## src/rtl/sdram_refresh_executor.sv

```systemverilog
// Responder side of the SDRAM refresh handshake: acquires the command bus, issues PRECHARGE ALL / AUTO REFRESH.
// Optional macro SDRAM_REFRESH_BURST_EN allows back-to-back refreshes within one bus grant.
module sdram_refresh_executor #(
    parameter int T_RP      = 3,
    parameter int T_RFC     = 9,
    parameter int BW_TIMER  = 4,
    parameter int BURST_MAX = 4,
    parameter int BW_BURST  = 3
) (
    input  logic       clock_i,
    input  logic       reset_i,
    input  logic       refresh_i,
    input  logic       bank_open_i,
    output logic       bus_req_o,
    input  logic       bus_gnt_i,
    output logic       execute_o,
    output logic [3:0] cmd_o,
    output logic       a10_o,
    output logic       busy_o
);

    localparam logic [3:0] CMD_NOP = 4'b0111;
    localparam logic [3:0] CMD_PRE = 4'b0010;
    localparam logic [3:0] CMD_REF = 4'b0001;

    // Wait states count down to zero, so the load value is two short of the spacing.
    localparam logic [BW_TIMER-1:0] RP_LOAD  = BW_TIMER'(T_RP - 2);
    localparam logic [BW_TIMER-1:0] RFC_LOAD = BW_TIMER'(T_RFC - 2);

    if (T_RP < 2 || T_RFC < 2 || (T_RP - 2) >= (2 ** BW_TIMER) || (T_RFC - 2) >= (2 ** BW_TIMER)
        || BURST_MAX < 1 || BURST_MAX >= (2 ** BW_BURST)) begin : g_param_check
        $error("sdram_refresh_executor: illegal timing or burst parameters");
    end

    typedef enum logic [2:0] {
        IDLE,
        REQ,
        PRE,
        WAIT_RP,
        REF,
        WAIT_RFC
    } state_t;

    state_t              state;
    state_t              state_nxt;
    logic [BW_TIMER-1:0] timer;
    logic                burst_more;

    logic                req_nxt;
    logic                exec_nxt;
    logic [3:0]          cmd_nxt;
    logic                a10_nxt;
    logic                busy_nxt;

`ifdef SDRAM_REFRESH_BURST_EN
    localparam logic [BW_BURST-1:0] BURST_LIM = BW_BURST'(BURST_MAX);

    logic [BW_BURST-1:0] burst;

    // Counts REFs issued under the current grant; saturates at the burst limit.
    always_ff @(posedge clock_i or posedge reset_i) begin
        if (reset_i) begin
            burst <= '0;
        end else if (state == REQ && bus_gnt_i) begin
            burst <= '0;
        end else if (state == REF && burst < BURST_LIM) begin
            burst <= burst + 1'b1;
        end
    end

    assign burst_more = refresh_i && (burst < BURST_LIM);
`else
    assign burst_more = 1'b0;
`endif

    always_ff @(posedge clock_i or posedge reset_i) begin
        if (reset_i) begin
            timer <= '0;
        end else begin
            case (state)
                PRE:               timer <= RP_LOAD;
                REF:               timer <= RFC_LOAD;
                WAIT_RP, WAIT_RFC: if (timer != '0) timer <= timer - 1'b1;
                default:           timer <= timer;
            endcase
        end
    end

    // State register; outputs are registered from the next-state decode so they align with state.
    always_ff @(posedge clock_i or posedge reset_i) begin
        if (reset_i) begin
            state     <= IDLE;
            bus_req_o <= 1'b0;
            execute_o <= 1'b0;
            cmd_o     <= CMD_NOP;
            a10_o     <= 1'b0;
            busy_o    <= 1'b0;
        end else begin
            state     <= state_nxt;
            bus_req_o <= req_nxt;
            execute_o <= exec_nxt;
            cmd_o     <= cmd_nxt;
            a10_o     <= a10_nxt;
            busy_o    <= busy_nxt;
        end
    end

    // Grant is only looked at in REQ; afterwards the arbiter holds it until we drop the request.
    always_comb begin
        state_nxt = state;
        case (state)
            IDLE:     if (refresh_i) state_nxt = REQ;
            REQ:      if (bus_gnt_i) state_nxt = bank_open_i ? PRE : REF;
            PRE:      state_nxt = WAIT_RP;
            WAIT_RP:  if (timer == '0) state_nxt = REF;
            REF:      state_nxt = WAIT_RFC;
            WAIT_RFC: if (timer == '0) state_nxt = burst_more ? REF : IDLE;
            default:  state_nxt = IDLE;
        endcase
    end

    always_comb begin
        req_nxt  = (state_nxt != IDLE);
        busy_nxt = (state_nxt != IDLE);
        exec_nxt = 1'b0;
        a10_nxt  = 1'b0;
        cmd_nxt  = CMD_NOP;
        case (state_nxt)
            PRE: begin
                cmd_nxt = CMD_PRE;
                a10_nxt = 1'b1;
            end
            REF: begin
                cmd_nxt  = CMD_REF;
                exec_nxt = 1'b1;
            end
            default: begin
                cmd_nxt = CMD_NOP;
            end
        endcase
    end

endmodule

```

## config.mk

```make
export PLATFORM = sky130hd
export DESIGN_NAME = sdram_refresh_executor
export DESIGN_NICKNAME = d
export VERILOG_FILES = /design/src/rtl/sdram_refresh_executor.sv
export SDC_FILE = /design/constraint.sdc
export NUM_CORES = 1
export LEC_CHECK = 0
export ABC_AREA = 1
export CORE_MARGIN = 10
export CORE_UTILIZATION = 50
export CTS_CLUSTER_SIZE = 25
export DETAILED_ROUTE_END_ITERATION = 10
export GPL_ROUTABILITY_DRIVEN = 0
export PLACE_DENSITY = 0.87
export SYNTH_ARGS = -nofsm -noshare
export SYNTH_HDL_FRONTEND = slang
export SYNTH_SLANG_ARGS = --single-unit
```

## constraint.sdc

```tcl
create_clock -name clock_i -period 1.5 [get_ports clock_i]
set_input_delay 0.15 -clock clock_i [delete_from_list [all_inputs] [get_ports clock_i]]
set_output_delay 0.15 -clock clock_i [all_outputs]
set_load 0.01 [all_outputs]
```

==> impl_metrics.csv, run 1 <==
group,metric,value,unit
outcome,status,"finished, final reports clean",
hold_path,hold_class,"in2async",
timing,finalCriticalPeriod,1362,ps
synthesis,syn_avg_cell_area,8.065,um2
power,p_comb_share,56.3,%
global_routing,grt_max_degree,14,
global_routing,grt_first_pass_wirelength,2573,um
worst_setup_path,path_class,"reg2reg",
clock_network,cts_tree,"yes",
detailed_routing,wire_per_inst,12.26,um
worst_setup_path,arrival,1530,ps
power,vdd_drop_max,1.359,mV
power,p_int,1.090,mW
clock_network,clkTransAtPathRegs,80,ps
worst_setup_path,cp_data_required_time,1670,ps
synthesis,synth.cell_area,742.0,um2
detailed_routing,vias,600,
synthesis,ys.flop_type,"dfrtp_1",
power,power,2.015,mW
worst_setup_path,r2r_start,"timer[1]",
synthesis,synthArstFlopShare,100.0,%
global_routing,grtUsageTotal,9.254,%
global_routing,antenna_found_initial,0,
power,switching_share,45.90,%
layout,finish.utilization,65.89,%
global_routing,met3_usage,3.648,%
worst_setup_path,endpoint_kind,"flop",
synthesis,synth_edf_count,0,
floorplanning,core_area,1350,um2
layout,area_growth,19.90,%
floorplanning,fp.dieH,58.52,um
timing,skew,3.577,ps
detailed_routing,ant_nets,0,
layout,post_route_cells_drive_above_1_share,22.64,%
worst_setup_path,worst_setup_path_start_kind,"flop",
placed_design,dpl_cell_area,849.6,um2
clock_network,root_buffer,"clkbuf_4",
detailed_routing,drcViolationCount,0,
synthesis,ys_seq_elements,13,
floorplanning,die_w,58.52,um
clock_network,h-tree-depth,1,
synthesis,yosysTopAreaCell,"dfrtp_1",
job,max_cap_viol_count,0,
power,power.density,2265,nW/um2
placed_design,io_buffers,11,
layout,diodes,0,
detailed_routing,drtIter0Drc,15,
timing,hold_viol,0,
timing,fin_crit_sh,90.80,%
global_routing,grt_pass1_vias,622,
synthesis,ys_top_cells_by_area,"dfrtp_1 34%, nand2_1 14%, dfstp_2 11%",
layout,fillers,105,
detailed_routing,wl,1484,um
layout,final_nets,114,
global_routing,grt_use_met2,16.08,%
timing,setup_ws,137.9,ps
placed_design,preCtsSetupSlack,129.6,ps
clock_network,cts.path.max_buffers,2,
worst_setup_path,critPathLaunch,"timer[1]",
clock_network,clock-sinks,13,
floorplanning,die_area,3425,um2
detailed_routing,drt_first_pass_iters,4,
floorplanning,start_util,54.96,%
power,pwr-share-clk,10.8,%
global_routing,busiest_layer,"met2",
synthesis,netlist.area_leader.share,33.73,%
clock_network,clk_latency,270,ps
timing,fmax,734.2,MHz
timing,drv_slew,0,
synthesis,synthMostInstantiatedCell,"nand2_1",
synthesis,syn_nets,99,
synthesis,yosysUniqueCellTypes,21,
placed_design,dpl.hpwl,1151,um
power,cellLeakagePower,0.4650,nW
clock_network,numCtsBuffers,3,
timing,setup_viol_count_final,0,
power,switching_power,0.9248,mW
global_routing,grt_util_met1,9.814,%
detailed_routing,viasPerCell,4.959,
synthesis,synth_commonest_cells,"27 x nand2_1, 11 x inv_1, 10 x dfrtp_1, 9 x nor2_1, 7 x nand3_1",
layout,design_area,889.6,um2
power,seqPwrFrac,32.9,%
floorplanning,rows,13,
synthesis,yosys_warnings,0,
worst_setup_path,cp_max_fo,6,
synthesis,syn-instance-count,92,
synthesis,synth-seq-area-share,44.35,%
floorplanning,pin_count,13,
timing,final.setup.tns,0,ps
global_routing,grt_overflow,0,
-- worst paths after layout --
kind,end,slack [ps],cells after the start
max in group asynchronous,cmd_o[1],960,2
worst max register to register,timer[2],140,9
worst min-delay path,a10_o,190,2
min in group clock_i,timer[1],550,2
worst max-delay path,timer[2],140,9
worst min register to register,timer[1],550,2
-- sequential cells by signal, summed over array words and instances, names as in the netlist --
name       cells
a10_o          1
busy_o         1
cmd_o          3
execute_o      1
state          3
timer          4
-- stage by stage --
stage	std cells	hold WS, ps
floorplan	92	24.81
global placement	116	488.5
detailed placement	116	499.2
CTS	120	206.8
global route	121	236.5
finish	121	192.4
-- kinds of logic (layout without fill, tap and decap cells) --
logic type,after synthesis,after routing,synth area share (%)
DFF,13,13,44.35
AOI/OAI and AO/OA,4,4,3.709
adders and majority gates,2,2,3.372
buffers and inverters,18,32,12.14
other,1,1,0.5054
and+or+nand+nor,53,53,34.74
xor gates and xnor gates,1,1,1.181
-- layout make-up --
class | instances | area, um2 | share of cell area (%)
sequential | 13 | 329.1 | 36.99
multi-input combinational | 61 | 325.3 | 36.57
timing repair buffer | 13 | 128.9 | 14.49
inverter | 15 | 61.31 | 6.892
clock buffer | 4 | 26.28 | 2.954
tap | 15 | 18.77 | 2.110
-- power by group through the flow --
| stage | Combinational [mW] | Sequential, mW | Clock [mW] |
|---|---|---|---|
| final | 1.14 | 0.662 | 0.217 |
| after floorplan | 0.840 | 0.639 | 0 |
| after global routing | 1.28 | 0.681 | 0.237 |
| after detailed placement | 1.10 | 0.663 | 0 |
| after CTS | 1.10 | 0.658 | 0.223 |
| after global placement | 1.06 | 0.657 | 0 |
-- layer usage --
layer	wire length (um)	vias up
met3	179	2
met2	752	35
met1	540	262
li1	-	301
met4	12	0
met5	0	-
-- critical path: stages (launching register included) --
cell and delay [ps]:
dfrtp_1 410, inv_1 90, ha_1 180, inv_1 40, nor2_1 100, nand2_2 90
nand2_4 120, clkinv_4 80, nand2_1 80, nand2_1 50
-- placed cells by master, fill, tap and decap left out --
cell	synthesis	final
nor3_4	1	1
dlymetal6s2s_1	0	2
clkbuf_1	0	1
o21ai_1	1	1
nor2_1	9	9
o21ai_0	1	1
conb_1	1	1
o21ai_2	2	2
nor2_2	3	3
clkbuf_4	0	3
dfrtp_1	10	10
dfstp_2	3	3
nand2_4	3	3
clkinv_4	1	1
xor2_1	1	1
ha_1	2	2
dlygate4sd2_1	0	1
inv_1	11	11
inv_2	2	2
clkinv_1	1	1
nand2_2	3	4
nand2_1	27	26
nand3_1	7	7
clkdlybuf4s50_1	0	8
buf_4	2	2
-- repair_timing --
| item | CTS | global route |
|---|---|---|
| setup endpoints to repair | 1 | 6 |
| buffers inserted | 0 | 1 |
| pin swaps | 0 | 1 |
| hold buffers | 0 | 0 |
| gates resized for setup | 1 | 3 |
(Power assumes the default switching activity.)
==> run 2, diff against run 1 <==
CORE_MARGIN = 2   (was 10)
==> run 2 against run 1 <==
Clock power increased by 3%. Sequential share of layout area increased by 0.26 points. Register-to-register slack got worse by 30 ps. Clock-buffer cell count unchanged. Combinational power about the same. Critical endpoint is now cmd_o[1]. Power decreased by 0.56%. Cell count decreased by 0.83%. Cell area decreased by 0.70%. Die area decreased by 47%. First-iteration DRC count increased by 47%. Hold slack got worse by 4.6 ps.
==> impl_metrics.csv, run 2 (same netlist as run 1, synthesis figures left out) <==
group,metric,value,unit
outcome,status,"finished, final reports clean",
worst_setup_path,slowest_stage,"dfstp_2",
clock_network,h-tree-depth,1,
floorplanning,fp.dieH,42.52,um
detailed_routing,wire_per_inst,12.31,um
layout,mostFrequentLayoutCell,"nand2_1",
floorplanning,rows,13,
power,vdd_drop_max,1.593,mV
timing,skew,0.9625,ps
layout,largest_register_ffs,4,
layout,diodes,0,
placed_design,io_buffers,11,
layout,final_nets,113,
layout,layout_common_cells,"26 x nand2_1, 11 x inv_1, 10 x dfrtp_1, 10 x clkdlybuf4s50_1, 8 x nor2_1",
worst_setup_path,r2r_start,"timer[1]",
clock_network,numCtsBuffers,3,
layout,regMostFlops,"timer",
clock_network,cts_tree,"yes",
hold_path,hold_class,"in2async",
floorplanning,die_w,42.52,um
clock_network,cts.path.max_buffers,2,
global_routing,grt_first_pass_wirelength,2553,um
worst_setup_path,cp_max_fo,1,
clock_network,hold_buffers,0,
global_routing,grt_pass1_vias,571,
worst_setup_path,worst_setup_path_start_kind,"flop",
timing,final.setup.tns,0,ps
detailed_routing,drcViolationCount,0,
worst_setup_path,path_buf_inv,1,
layout,area_growth,19.06,%
timing,hold_viol,0,
job,max_cap_viol_count,0,
clock_network,clk_latency,280,ps
timing,finalCriticalPeriod,1468,ps
clock_network,clock-sinks,13,
global_routing,grt_overflow,0,
timing,setup_viol_count_final,0,
global_routing,antenna_found_initial,0,
detailed_routing,vias,610,
worst_setup_path,cpPeakStageDelay,520,ps
timing,rsz0062_at_grt,"no",
floorplanning,pin_count,13,
worst_setup_path,cp_data_required_time,1350,ps
detailed_routing,viasPerCell,5.083,
detailed_routing,drtIter0Drc,22,
timing,holdWs,187.8,ps
floorplanning,start_util,54.96,%
worst_setup_path,path_class,"reg2out",
placed_design,dpl.hpwl,1046,um
global_routing,grt_max_degree,14,
worst_setup_path,crit_chain,"clkdlybuf4s50_1",
timing,fin_crit_sh,97.86,%
timing,drv_slew,0,
detailed_routing,ant_nets,0,
worst_setup_path,r2r_end,"timer[2]",
floorplanning,core_area,1350,um2
layout,reg_top3,"timer x4, cmd_o x3, state x3",
layout,fillers,103,
worst_setup_path,crit_family,"flip-flops",
worst_setup_path,endpoint_kind,"output port",
power,power.density,2268,nW/um2
floorplanning,die_area,1808,um2
worst_setup_path,rr_worst_depth,9,
power,cellLeakagePower,0.4570,nW
clock_network,clkTransAtPathRegs,80,ps
worst_setup_path,arrival,1320,ps
detailed_routing,wl,1477,um
worst_setup_path,r2r_slack,110,ps
layout,post_route_cells_drive_above_1_share,22.86,%
global_routing,grtUsageTotal,19.28,%
detailed_routing,drt_first_pass_iters,4,
timing,fmax,681.3,MHz
clock_network,root_buffer,"clkbuf_4",
[run 2: through the flow]
stage                     power (mW)  utilization, %  std cells  instance area (um2)  setup WS (ps)
after CTS                      1.989           64.87        120                875.8         0.4848
after global placement         1.706           62.93        116                849.6          222.0
after global routing           2.180           65.43        120                883.3          9.034
final                          2.004           65.43        120                883.3          32.11
after detailed placement       1.746           62.93        116                849.6          123.8
after floorplan                1.479               -         92                742.0          215.1
[run 2: final cells by class]
| class | count | area, um2 | area share, % |
|---|---|---|---|
| Clock buffer | 4 | 26.28 | 2.975 |
| Tap cell | 15 | 18.77 | 2.125 |
| Multi-Input combinational cell | 61 | 327.8 | 37.11 |
| Sequential cell | 13 | 329.1 | 37.25 |
| Inverter | 15 | 61.31 | 6.941 |
| Timing Repair Buffer | 12 | 120.1 | 13.60 |
[run 2: routing by layer]
layer / GRT usage, % / share of wire, % / vias up
met5: 0 / 0 / -
met4: 7.500 / 1.8 / 0
met3: 5.172 / 6.1 / 4
met2: 31.69 / 53 / 29
met1: 23.91 / 39 / 275
li1: - / - / 302
[run 2: worst max-delay path by stage]
stage	slack, ps	to	startpoint	depth (start not counted)
after floorplan	220	timer[0]	timer[0]	9
after global placement	220	busy_o	bus_gnt_i	8
after detailed placement	120	busy_o	timer[1]	9
after CTS	0.5	cmd_o[0]	cmd_o[0]	1
after global routing	9	cmd_o[1]	cmd_o[1]	1
final	30	cmd_o[1]	cmd_o[1]	1
[run 2: timing repair]
item / in CTS / in global routing
endpoints found under the setup margin: 0 / 6
resized for setup: 0 / 3
buffers inserted: 0 / 0
[run 2: report_power, final]
part           total, mW  internal (mW)  switching, mW  leakage (nW)
clock network      0.223          0.103          0.120        0.0150
logic               1.11          0.454          0.659         0.286
registers          0.667          0.511          0.156         0.157
